===== src/rtl/canon_voice_scheduler.sv =====
// Beat/entry sequencer for a 4-voice canon: shares one note-ROM port and rotates divider slots.
// Latency: ROM request one cycle after a voice wants a note; slot_note is one cycle behind the note latch.
// Backpressure: one outstanding ROM request, held stable until rom_ack, then at least one idle cycle.
module canon_voice_scheduler #(
    parameter int VOICES = 4,
    parameter int IDX_W  = 9,
    parameter int BEAT_W = 22
) (
    input  logic                      clk,
    input  logic                      rst,
    input  logic                      enable,
    input  logic                      restart,
    input  logic [BEAT_W-1:0]         beat_len,
    input  logic [7:0]                entry_beats,
    input  logic [IDX_W-1:0]          loop_start,
    input  logic [IDX_W-1:0]          loop_end,
    output logic                      rom_req,
    output logic [$clog2(VOICES)-1:0] rom_voice,
    output logic [IDX_W-1:0]          rom_idx,
    input  logic                      rom_ack,
    input  logic [6:0]                rom_note,
    output logic [$clog2(VOICES)-1:0] slot,
    output logic [6:0]                slot_note,
    output logic                      beat_tick,
    output logic [VOICES-1:0]         voice_active
);
    localparam int VW = $clog2(VOICES);

    typedef enum logic [1:0] {IDLE = 2'd0, FETCH = 2'd1, PLAY = 2'd2} voice_state_t;

    logic [BEAT_W-1:0] beat_cnt;
    logic [7:0]        elapsed;
    logic              tick;
    logic              ack_ok;
    logic              init_pend;
    voice_state_t      state    [VOICES];
    voice_state_t      state_nx [VOICES];
    logic [IDX_W-1:0]  idx      [VOICES];
    logic [6:0]        note     [VOICES];
    logic [3:0]        remain   [VOICES];
    logic [VOICES-1:0] ack_hit;
    logic              pick_vld;
    logic [VW-1:0]     pick_v;
    logic [VW-1:0]     cand;
    logic [VW-1:0]     rr_ptr;
    logic [VW-1:0]     slot_nx;

    // Duration code to beat count; code 3 is deliberately shorter than code 2.
    function automatic logic [3:0] dur_beats(input logic [1:0] code);
        case (code)
            2'd0:    dur_beats = 4'd1;
            2'd1:    dur_beats = 4'd2;
            2'd2:    dur_beats = 4'd8;
            default: dur_beats = 4'd4;
        endcase
    endfunction

    // Restart suppresses the tick so a fresh run never counts a beat from the aborted one.
    assign tick      = enable & ~restart & (beat_cnt == beat_len);
    assign beat_tick = tick & ~rst;
    assign ack_ok    = rom_req & rom_ack & ~restart;
    assign slot_nx   = slot + VW'(1);

    // Beat period counter and saturating elapsed-beat count.
    always_ff @(posedge clk or posedge rst) begin
        if (rst) begin
            beat_cnt <= '0;
            elapsed  <= 8'd0;
        end else if (restart) begin
            beat_cnt <= '0;
            elapsed  <= 8'd0;
        end else if (enable) begin
            beat_cnt <= tick ? '0 : beat_cnt + BEAT_W'(1);
            if (tick && elapsed != 8'hFF) begin
                elapsed <= elapsed + 8'd1;
            end
        end
    end

    // Per-voice next state: staggered entry, note fetch, note playback.
    always_comb begin
        ack_hit = '0;
        for (int v = 0; v < VOICES; v++) begin
            state_nx[v] = state[v];
            if (restart) begin
                state_nx[v] = IDLE;
            end else begin
                case (state[v])
                    IDLE: begin
                        if (enable && ({8'd0, elapsed} >= 16'(16'(v) * {8'd0, entry_beats}))) begin
                            state_nx[v] = FETCH;
                        end
                    end
                    FETCH: begin
                        if (ack_ok && rom_voice == VW'(v)) begin
                            ack_hit[v]  = 1'b1;
                            state_nx[v] = PLAY;
                        end
                    end
                    PLAY: begin
                        if (tick && remain[v] == 4'd1) begin
                            state_nx[v] = FETCH;
                        end
                    end
                    default: state_nx[v] = IDLE;
                endcase
            end
        end
    end

    // Voice state register.
    always_ff @(posedge clk or posedge rst) begin
        if (rst) begin
            for (int v = 0; v < VOICES; v++) begin
                state[v] <= IDLE;
            end
        end else begin
            for (int v = 0; v < VOICES; v++) begin
                state[v] <= state_nx[v];
            end
        end
    end

    // Per-voice note, remaining beats and ROM index; indices pick up loop_start right after reset release.
    always_ff @(posedge clk or posedge rst) begin
        if (rst) begin
            init_pend <= 1'b1;
            for (int v = 0; v < VOICES; v++) begin
                idx[v]    <= '0;
                note[v]   <= 7'd0;
                remain[v] <= 4'd0;
            end
        end else begin
            init_pend <= 1'b0;
            for (int v = 0; v < VOICES; v++) begin
                if (restart) begin
                    idx[v]    <= loop_start;
                    note[v]   <= 7'd0;
                    remain[v] <= 4'd0;
                end else if (init_pend) begin
                    idx[v] <= loop_start;
                end else if (ack_hit[v]) begin
                    note[v]   <= rom_note;
                    remain[v] <= dur_beats(rom_note[6:5]);
                    idx[v]    <= (idx[v] == loop_end) ? loop_start : idx[v] + IDX_W'(1);
                end else if (state[v] == PLAY && tick) begin
                    remain[v] <= remain[v] - 4'd1;
                end
            end
        end
    end

    // Round-robin search for the first fetching voice at or after the pointer.
    always_comb begin
        pick_vld = 1'b0;
        pick_v   = '0;
        cand     = '0;
        for (int k = 0; k < VOICES; k++) begin
            cand = rr_ptr + VW'(k);
            if (!pick_vld && state[cand] == FETCH) begin
                pick_vld = 1'b1;
                pick_v   = cand;
            end
        end
    end

    // ROM request register: issue from idle, hold until ack, drop on ack.
    always_ff @(posedge clk or posedge rst) begin
        if (rst) begin
            rom_req   <= 1'b0;
            rom_voice <= '0;
            rom_idx   <= '0;
            rr_ptr    <= '0;
        end else if (restart) begin
            rom_req <= 1'b0;
        end else if (rom_req) begin
            if (rom_ack) begin
                rom_req <= 1'b0;
                rr_ptr  <= rom_voice + VW'(1);
            end
        end else if (pick_vld) begin
            rom_req   <= 1'b1;
            rom_voice <= pick_v;
            rom_idx   <= idx[pick_v];
        end
    end

    // Free-running slot rotation with the matching voice's note, masked while idle.
    always_ff @(posedge clk or posedge rst) begin
        if (rst) begin
            slot      <= '0;
            slot_note <= 7'd0;
        end else begin
            slot      <= slot_nx;
            slot_note <= (state[slot_nx] != IDLE) ? note[slot_nx] : 7'd0;
        end
    end

    // Activity flags straight from the voice states.
    always_comb begin
        voice_active = '0;
        for (int v = 0; v < VOICES; v++) begin
            voice_active[v] = (state[v] != IDLE);
        end
    end

endmodule


===== config.mk =====
export PLATFORM = sky130hd
export DESIGN_NAME = canon_voice_scheduler
export DESIGN_NICKNAME = d
export VERILOG_FILES = /design/src/rtl/canon_voice_scheduler.sv
export SDC_FILE = /design/constraint.sdc
export NUM_CORES = 1
export LEC_CHECK = 0
export CORE_UTILIZATION = 30
export DETAILED_ROUTE_END_ITERATION = 7
export HOLD_SLACK_MARGIN = 0.02
export PLACE_DENSITY = 0.5
export SYNTH_ARGS = -nofsm -noshare
export SYNTH_HDL_FRONTEND = slang
export SYNTH_SLANG_ARGS = --single-unit

===== constraint.sdc =====
create_clock -name clk -period 7.1 [get_ports clk]
set_clock_uncertainty 0.15 [all_clocks]
set_input_delay 1.42 -clock clk [delete_from_list [all_inputs] [get_ports clk]]
set_output_delay 1.42 -clock clk [all_outputs]
set_load 0.02 [all_outputs]

==> flow_metrics.py, run 1 <==
metrics = {
    "layout": {
        "multi_input_area_sq_mm": 0.00553,
        "fillCellCount": 3171,
        "antenna_cells": 0,
        "areaGrowthSynthToFinish_pct": 18.5,
        "seq_area_sq_mm": 0.00355,
        "drive_above_1_share_pct": 5.81,
        "layout.nets": 1268,
    },
    "routing": {
        "drtPass1Iterations": 7,
        "first_iter_violations": 511,
        "vias_per_cell": 5.29,
        "post_drt_wl_per_cell_um": 17.8,
        "ant_nets": 0,
        "dr_total_vias": 8289,
        "wl_um": 27900,
        "drc": 9,
    },
    "clocking": {
        "cts_sinks": 142,
        "postCtsSetupBuffers": 0,
        "cts_hold_buf": 0,
        "clk_latency_ns": 0.44,
        "path_clk_slew_ns": 0.06,
        "numCtsBuffers": 17,
        "cts.path.max_buffers": 2,
        "cts_root_buffer": "clkbuf_16",
        "cts_resized": 0,
        "cts_tree": "yes",
        "h-tree-depth": 4,
    },
    "power_and_ir_drop": {
        "finalPower_mw": 2.26,
        "ir_drop_uv": 166,
        "leakage_nw": 4.65,
        "power_density_mw_per_mm2": 201,
    },
    "timing": {
        "rsz0062_at_grt": "false",
        "fin_crit_ns": 5.30,
        "slew_headroom_pct": 23.7,
        "drv_slew": 0,
        "tightest_slew_ns": 1.14,
        "timing.final.crit_share_pct": 74.7,
        "finalHoldViolCount": 0,
        "fin_setup_tns_ns": 0,
        "fmax_ghz": 0.189,
        "setup_viol": 0,
    },
    "synth": {
        "synth_compound_area_share_pct": 18.5,
        "synth-edff-count": 0,
        "yosysWarningCount": 0,
        "synthCells": 1107,
        "synth_fa_ha_area_share_pct": 6.55,
        "ys_seq_elements": 142,
        "synth_mux_area_share_pct": 6.07,
        "synth_top_family_by_area": "simple AND/OR/NAND/NOR gates",
        "synth-xor-area-share_pct": 6.74,
        "yosys.area_share.simple_pct": 20.2,
        "synth_area_sq_mm": 0.00948,
        "synth-async-reset-ratio_pct": 100,
        "synth_nets": 1216,
        "ys.flop_type": "dfrtp_1",
        "ys_seq_area_share_pct": 37.5,
        "ys_types": 64,
        "syn_area_per_cell_sq_um": 8.56,
    },
    "grt": {
        "first_global_vias": 8142,
        "track_usage_pct": 17.8,
        "grt_overflow_total": 0,
        "grt_start_max_net_pins": 107,
        "grt_first_pass_wirelength_um": 45500,
        "antenna_found_initial": 1,
    },
    "worst_setup_path": {
        "critPathArrivalTime_ns": 3.73,
        "startpoint": "beat_len[10]",
        "crit_end": "beat_tick",
        "crit_buf_inv": 3,
        "crit_path_start_kind": "input port",
        "crit_required_ns": 5.53,
        "critPathMaxFanout": 22,
        "criticalPathCategory": "in2out",
        "critPathTopFamily": "buffers and inverters",
        "crit_top_cell": "clkdlybuf4s50_1",
        "r2r-start": "state[3]$_DFFE_PP0P_",
        "reg2reg_setup_slack_ns": 4.45,
        "r2r-end": "rom_idx[5]$_DFFE_PP0P_",
        "cp_slowest_cell": "clkdlybuf4s50_1",
        "worst_setup_path_end_kind": "output pin",
        "worstRegToRegCells": 5,
        "slowest_delay_ns": 0.66,
        "crit_chain": "clkdlybuf4s50_1 -> xnor2_1 -> nand4_1 -> nor4_4 -> buf_4 -> nand2_4 -> nor3_1 -> clkdlybuf4s50_1",
        "cp_num_cells": 8,
    },
    "flow_run": {
        "cap_viol_max_count": 0,
    },
    "run_status": {
        "outcome": "finished, violations left",
        "violations": "DRC",
    },
    "hold_path": {
        "min_path_type": "reg2reg",
    },
    "placement": {
        "portBuffers": 85,
        "dp_hpwl_um": 19900,
        "gp_congestion": 0.834,
    },
    "floorplan": {
        "fp.dieW_um": 180,
        "die_y_um": 180,
        "boundaryPins": 86,
        "core_sq_mm": 0.0308,
        "fp.dieArea_sq_mm": 0.0323,
        "start_util_pct": 30.7,
        "rows": 64,
    },
}
==> cell usage after synthesis, types with 3 or more instances <==
cell type    n  area (sq um)
or3_1        5          31.3
ha_1        48           601
a31oi_1     12          75.1
or2_2        3          18.8
and4_1       4          35.0
xnor2_1     26           228
o21ai_0     94           470
clkbuf_1    48           180
inv_1       41           154
mux2i_1     35           350
o31ai_1      6          45.0
and2_1       4          25.0
nor2b_1     21           131
nor2_1      70           263
xor2_1      47           412
a211oi_1    14           105
buf_2        9          45.0
nand2b_1    14          87.6
nor3b_1      4          30.0
nand4_1     23           144
and3_1      30           188
mux4_2       8           180
or4_1        3          22.5
nand3_1     57           285
nand2_1    123           462
nor4_1       5          31.3
dfrtp_1    141          3530
nor3_1      20           100
a2111oi_0    4          35.0
a21oi_1    114           571
o21a_1       3          22.5
o211ai_1     4          30.0
a31o_2       5          43.8
mux2_2       4          45.0
a21o_1      10          75.1
o221ai_1     9          78.8
o22ai_1      6          37.5
==> kinds of logic (layout without fill, tap and decap cells) <==
kind of cell	count (synthesis)	after routing
mux	47	47
xor+xnor	73	73
simple gates	392	392
compound gates	299	299
other cells	1	1
fa+ha+maj	49	49
buf+inv	104	168
flops	142	142
==> worst reg2reg max path: cells and delay by family (launching register included) <==
| family | cells | cell delay [ns] |
|---|---|---|
| AOI/OAI and AO/OA | 1 | 0.24 |
| and+or+nand+nor | 4 | 1.74 |
| DFF | 1 | 0.43 |
==> how the worst min path moves through the flow <==
stage | cells past startpoint | startpoint | end | slack [ns]
global placement | 2 | note[9]$_DFFE_PP0P_ | note[9]$_DFFE_PP0P_ | 0.31
floorplan | 2 | note[10]$_DFFE_PP0P_ | note[10]$_DFFE_PP0P_ | 0.29
finish | 2 | note[13]$_DFFE_PP0P_ | note[13]$_DFFE_PP0P_ | 0.32
detailed placement | 2 | note[13]$_DFFE_PP0P_ | note[13]$_DFFE_PP0P_ | 0.32
CTS | 2 | note[13]$_DFFE_PP0P_ | note[13]$_DFFE_PP0P_ | 0.33
global route | 2 | note[11]$_DFFE_PP0P_ | note[11]$_DFFE_PP0P_ | 0.35
==> power by group <==
part           internal (mW)  total [mW]  switching, mW
Sequential             0.872       0.958         0.0869
Combinational          0.178       0.402          0.224
Clock                  0.518       0.898          0.380
Total                   1.57        2.26          0.691
==> cell usage in the layout, fill, tap and decap left out, types with 5 or more instances in the layout <==
cell type          n
a31oi_1           12
clkdlybuf4s50_1   84
clkbuf_16         17
o21ai_0           94
nor3_1            19
nor2_1            70
dfrtp_1          141
nand2_1          123
a211oi_1          13
and3_1            30
a21o_1            10
mux4_2             8
nand3_1           57
xor2_1            47
buf_4             11
o31ai_1            6
mux2i_1           35
nor2b_1           21
or3_1              5
o221ai_1           9
nor4_1             5
ha_1              48
a21oi_1          113
nand4_1           23
nand2b_1          14
inv_1             40
a31o_2             5
xnor2_1           26
o22ai_1            6
==> layout make-up <==
cell class,count,share of cell area (%)
inverter,41,1.41
tap,396,4.41
clock buffer,19,3.85
sequential,142,31.6
clock inverter,12,1.24
multi-input combinational,861,49.2
timing repair buffer,96,8.26
==> per-layer routing <==
layer  global-route usage [%]  vias to the layer above  share of wire, %
li1                         -                     4066                 -
met1                     24.0                     4031                48
met2                     29.2                      171                47
met3                     3.24                       19               3.6
met4                     5.07                        2               1.2
met5                        0                        -             0.061
==> sequential cells by signal, summed over array words and instances (netlist names) <==
name,cells
init_pend,1
state,8
beat_cnt,22
slot_note,7
note,28
slot,2
elapsed,8
rr_ptr,2
rom_idx,9
idx,36
remain,16
rom_req,1
rom_voice,2
==> through the flow <==
| step | instance area [sq um] | std cells | util, % | hold WS [ns] | setup slack (ns) |
|---|---|---|---|---|---|
| after floorplan | 9480 | 1107 | - | 0.295 | 1.72 |
| after global placement | 10700 | 1536 | 34.6 | 0.310 | 1.70 |
| after detailed placement | 10700 | 1536 | 34.6 | 0.317 | 1.76 |
| after CTS | 11200 | 1567 | 36.4 | 0.331 | 1.75 |
| after global routing | 11200 | 1567 | 36.4 | 0.351 | 1.58 |
| final | 11200 | 1567 | 36.4 | 0.325 | 1.80 |
Power figures use the tool's default switching activity.
==> inputs of run 2 (changes only) <==
Clock period 7.1 ns to 5.1 ns, I/O delays scaled along.
==> flow_metrics.py, run 2 (synthesized netlist as in run 1, its figures left out) <==
metrics = {
    "run_status": {
        "outcome": "finished, violations left",
        "violations": "DRC",
    },
    "clocking": {
        "clk_latency_ns": 0.43,
        "path_clk_slew_ns": 0.06,
        "numCtsBuffers": 17,
        "cts_hold_buf": 0,
        "postCtsSetupBuffers": 0,
        "cts_resized": 0,
        "cts_tree": "yes",
        "cts_sinks": 142,
        "cts_root_buffer": "clkbuf_16",
        "h-tree-depth": 4,
        "cts.path.max_buffers": 2,
    },
    "layout": {
        "drive_above_1_share_pct": 6.37,
        "final_cell_mix": "dfrtp_1 (141), nand2_1 (123), a21oi_1 (113)",
        "finish.instance_area_sq_mm": 0.0113,
        "final_common_cell": "dfrtp_1",
        "antenna_cells": 0,
        "layout.nets": 1273,
        "largest_register_ffs": 36,
        "regMostFlops": "idx",
        "areaGrowthSynthToFinish_pct": 18.8,
        "fillCellCount": 3106,
        "top_regs": "idx: 36 flops, note: 28 flops, beat_cnt: 22 flops",
        "fin_cells": 1573,
    },
    "timing": {
        "rsz0062_at_grt": "false",
        "tightest_slew_ns": 0.970,
        "fin_setup_tns_ns": 0,
        "timing.final.crit_share_pct": 84.1,
        "setup_viol": 0,
        "fin_crit_ns": 4.29,
        "fmax_ghz": 0.233,
        "setup_ws_ns": 0.812,
        "drv_slew": 0,
        "finalHoldViolCount": 0,
        "slew_headroom_pct": 35.3,
    },
    "grt": {
        "grt_start_max_net_pins": 101,
        "grt_overflow_total": 0,
        "grt_first_pass_wirelength_um": 45500,
        "antenna_found_initial": 0,
        "track_usage_pct": 17.7,
        "first_global_vias": 8067,
    },
    "floorplan": {
        "rows": 64,
        "boundaryPins": 86,
        "die_y_um": 180,
        "fp.dieW_um": 180,
        "fp.dieArea_sq_mm": 0.0323,
        "start_util_pct": 30.7,
        "core_sq_mm": 0.0308,
    },
    "placement": {
        "dpl_cell_area_sq_mm": 0.0107,
        "dp_hpwl_um": 19800,
        "dp_cells": 1541,
        "post-place-ws_ns": 0.774,
        "gp_congestion": 0.820,
        "portBuffers": 85,
    },
    "worst_setup_path": {
        "worstRegToRegCells": 7,
        "crit_required_ns": 3.93,
        "critPathMaxFanout": 3,
        "critPathArrivalTime_ns": 3.12,
        "criticalPathCategory": "in2out",
        "crit_path_start_kind": "input port",
        "worst_setup_path_end_kind": "output pin",
    },
    "routing": {
        "dr_total_vias": 8388,
        "post_drt_wl_per_cell_um": 17.8,
        "ant_nets": 0,
        "first_iter_violations": 564,
        "drtPass1Iterations": 7,
        "wl_um": 28000,
        "vias_per_cell": 5.33,
        "drc": 9,
    },
    "power_and_ir_drop": {
        "ir_drop_uv": 236,
        "leakage_nw": 4.67,
        "power_density_mw_per_mm2": 273,
    },
    "flow_run": {
        "cap_viol_max_count": 0,
    },
    "hold_path": {
        "min_path_type": "reg2reg",
        "holdPathStages": 2,
    },
}
run 2: changes by cell type in the layout (fill, tap and decap cells not counted), sizes merged:
| cell | before | now |
|---|---|---|
| bufinv | 2 | 0 |
| inv | 44 | 47 |
| buf | 12 | 17 |
run 2: path summary, 6_finish.rpt:
path	start	endpoint	slack (ns)
worst max-delay path	beat_len[10]	beat_tick	0.81
worst min-delay path	note[6]$_DFFE_PP0P_	note[6]$_DFFE_PP0P_	0.33
worst max register to register	beat_cnt[10]$_DFFE_PP0P_	state[2]$_DFFE_PP0P_	2.28
worst min register to register	note[6]$_DFFE_PP0P_	note[6]$_DFFE_PP0P_	0.33
max in group asynchronous	rst	idx[1]$_DFFE_PP0P_	2.91
min in group asynchronous	rst	beat_cnt[6]$_DFFE_PP0P_	1.06
run 2: power breakdown:
part	switching [mW]	internal, mW
sequential	0.121	1.21
clock	0.538	0.644
combinational	0.312	0.251
total	0.971	2.11
run 2: cell type report:
type	count	area, sq um	share of cell area, %
Clock inverter	13	105	0.933
Multi-Input combinational cell	861	5530	49.1
Timing Repair Buffer	101	978	8.69
Inverter	41	159	1.41
Sequential cell	142	3550	31.6
Tap cell	396	495	4.40
Clock buffer	19	443	3.93
run 2: critical path: stages:
cell and delay [ns]:
clkdlybuf4s50_1 0.42, xnor2_1 0.23, nand4_1 0.18, nor4_4 0.38
nand2_4 0.09, nor3_1 0.17, clkdlybuf4s50_1 0.63
run 2: metal layers:
layer  global-route usage, %  part of all wire (%)  vias to the layer above
met3                    2.86                   4.4                       20
met5                       0                     0                        -
li1                        -                     -                     4077
met1                    25.0                    48                     4071
met2                    28.3                    46                      220
met4                    4.17                   1.2                        0
run 2: through the flow:
stage	utilization, %	power, mW	hold WS, ns
6_report	36.5	3.08	0.330
3_5_place_dp	34.8	1.92	0.318
4_1_cts	36.5	3.12	0.334
3_3_place_gp	34.8	1.91	0.313
5_1_grt	36.5	3.24	0.360
2_1_floorplan	-	1.67	0.295
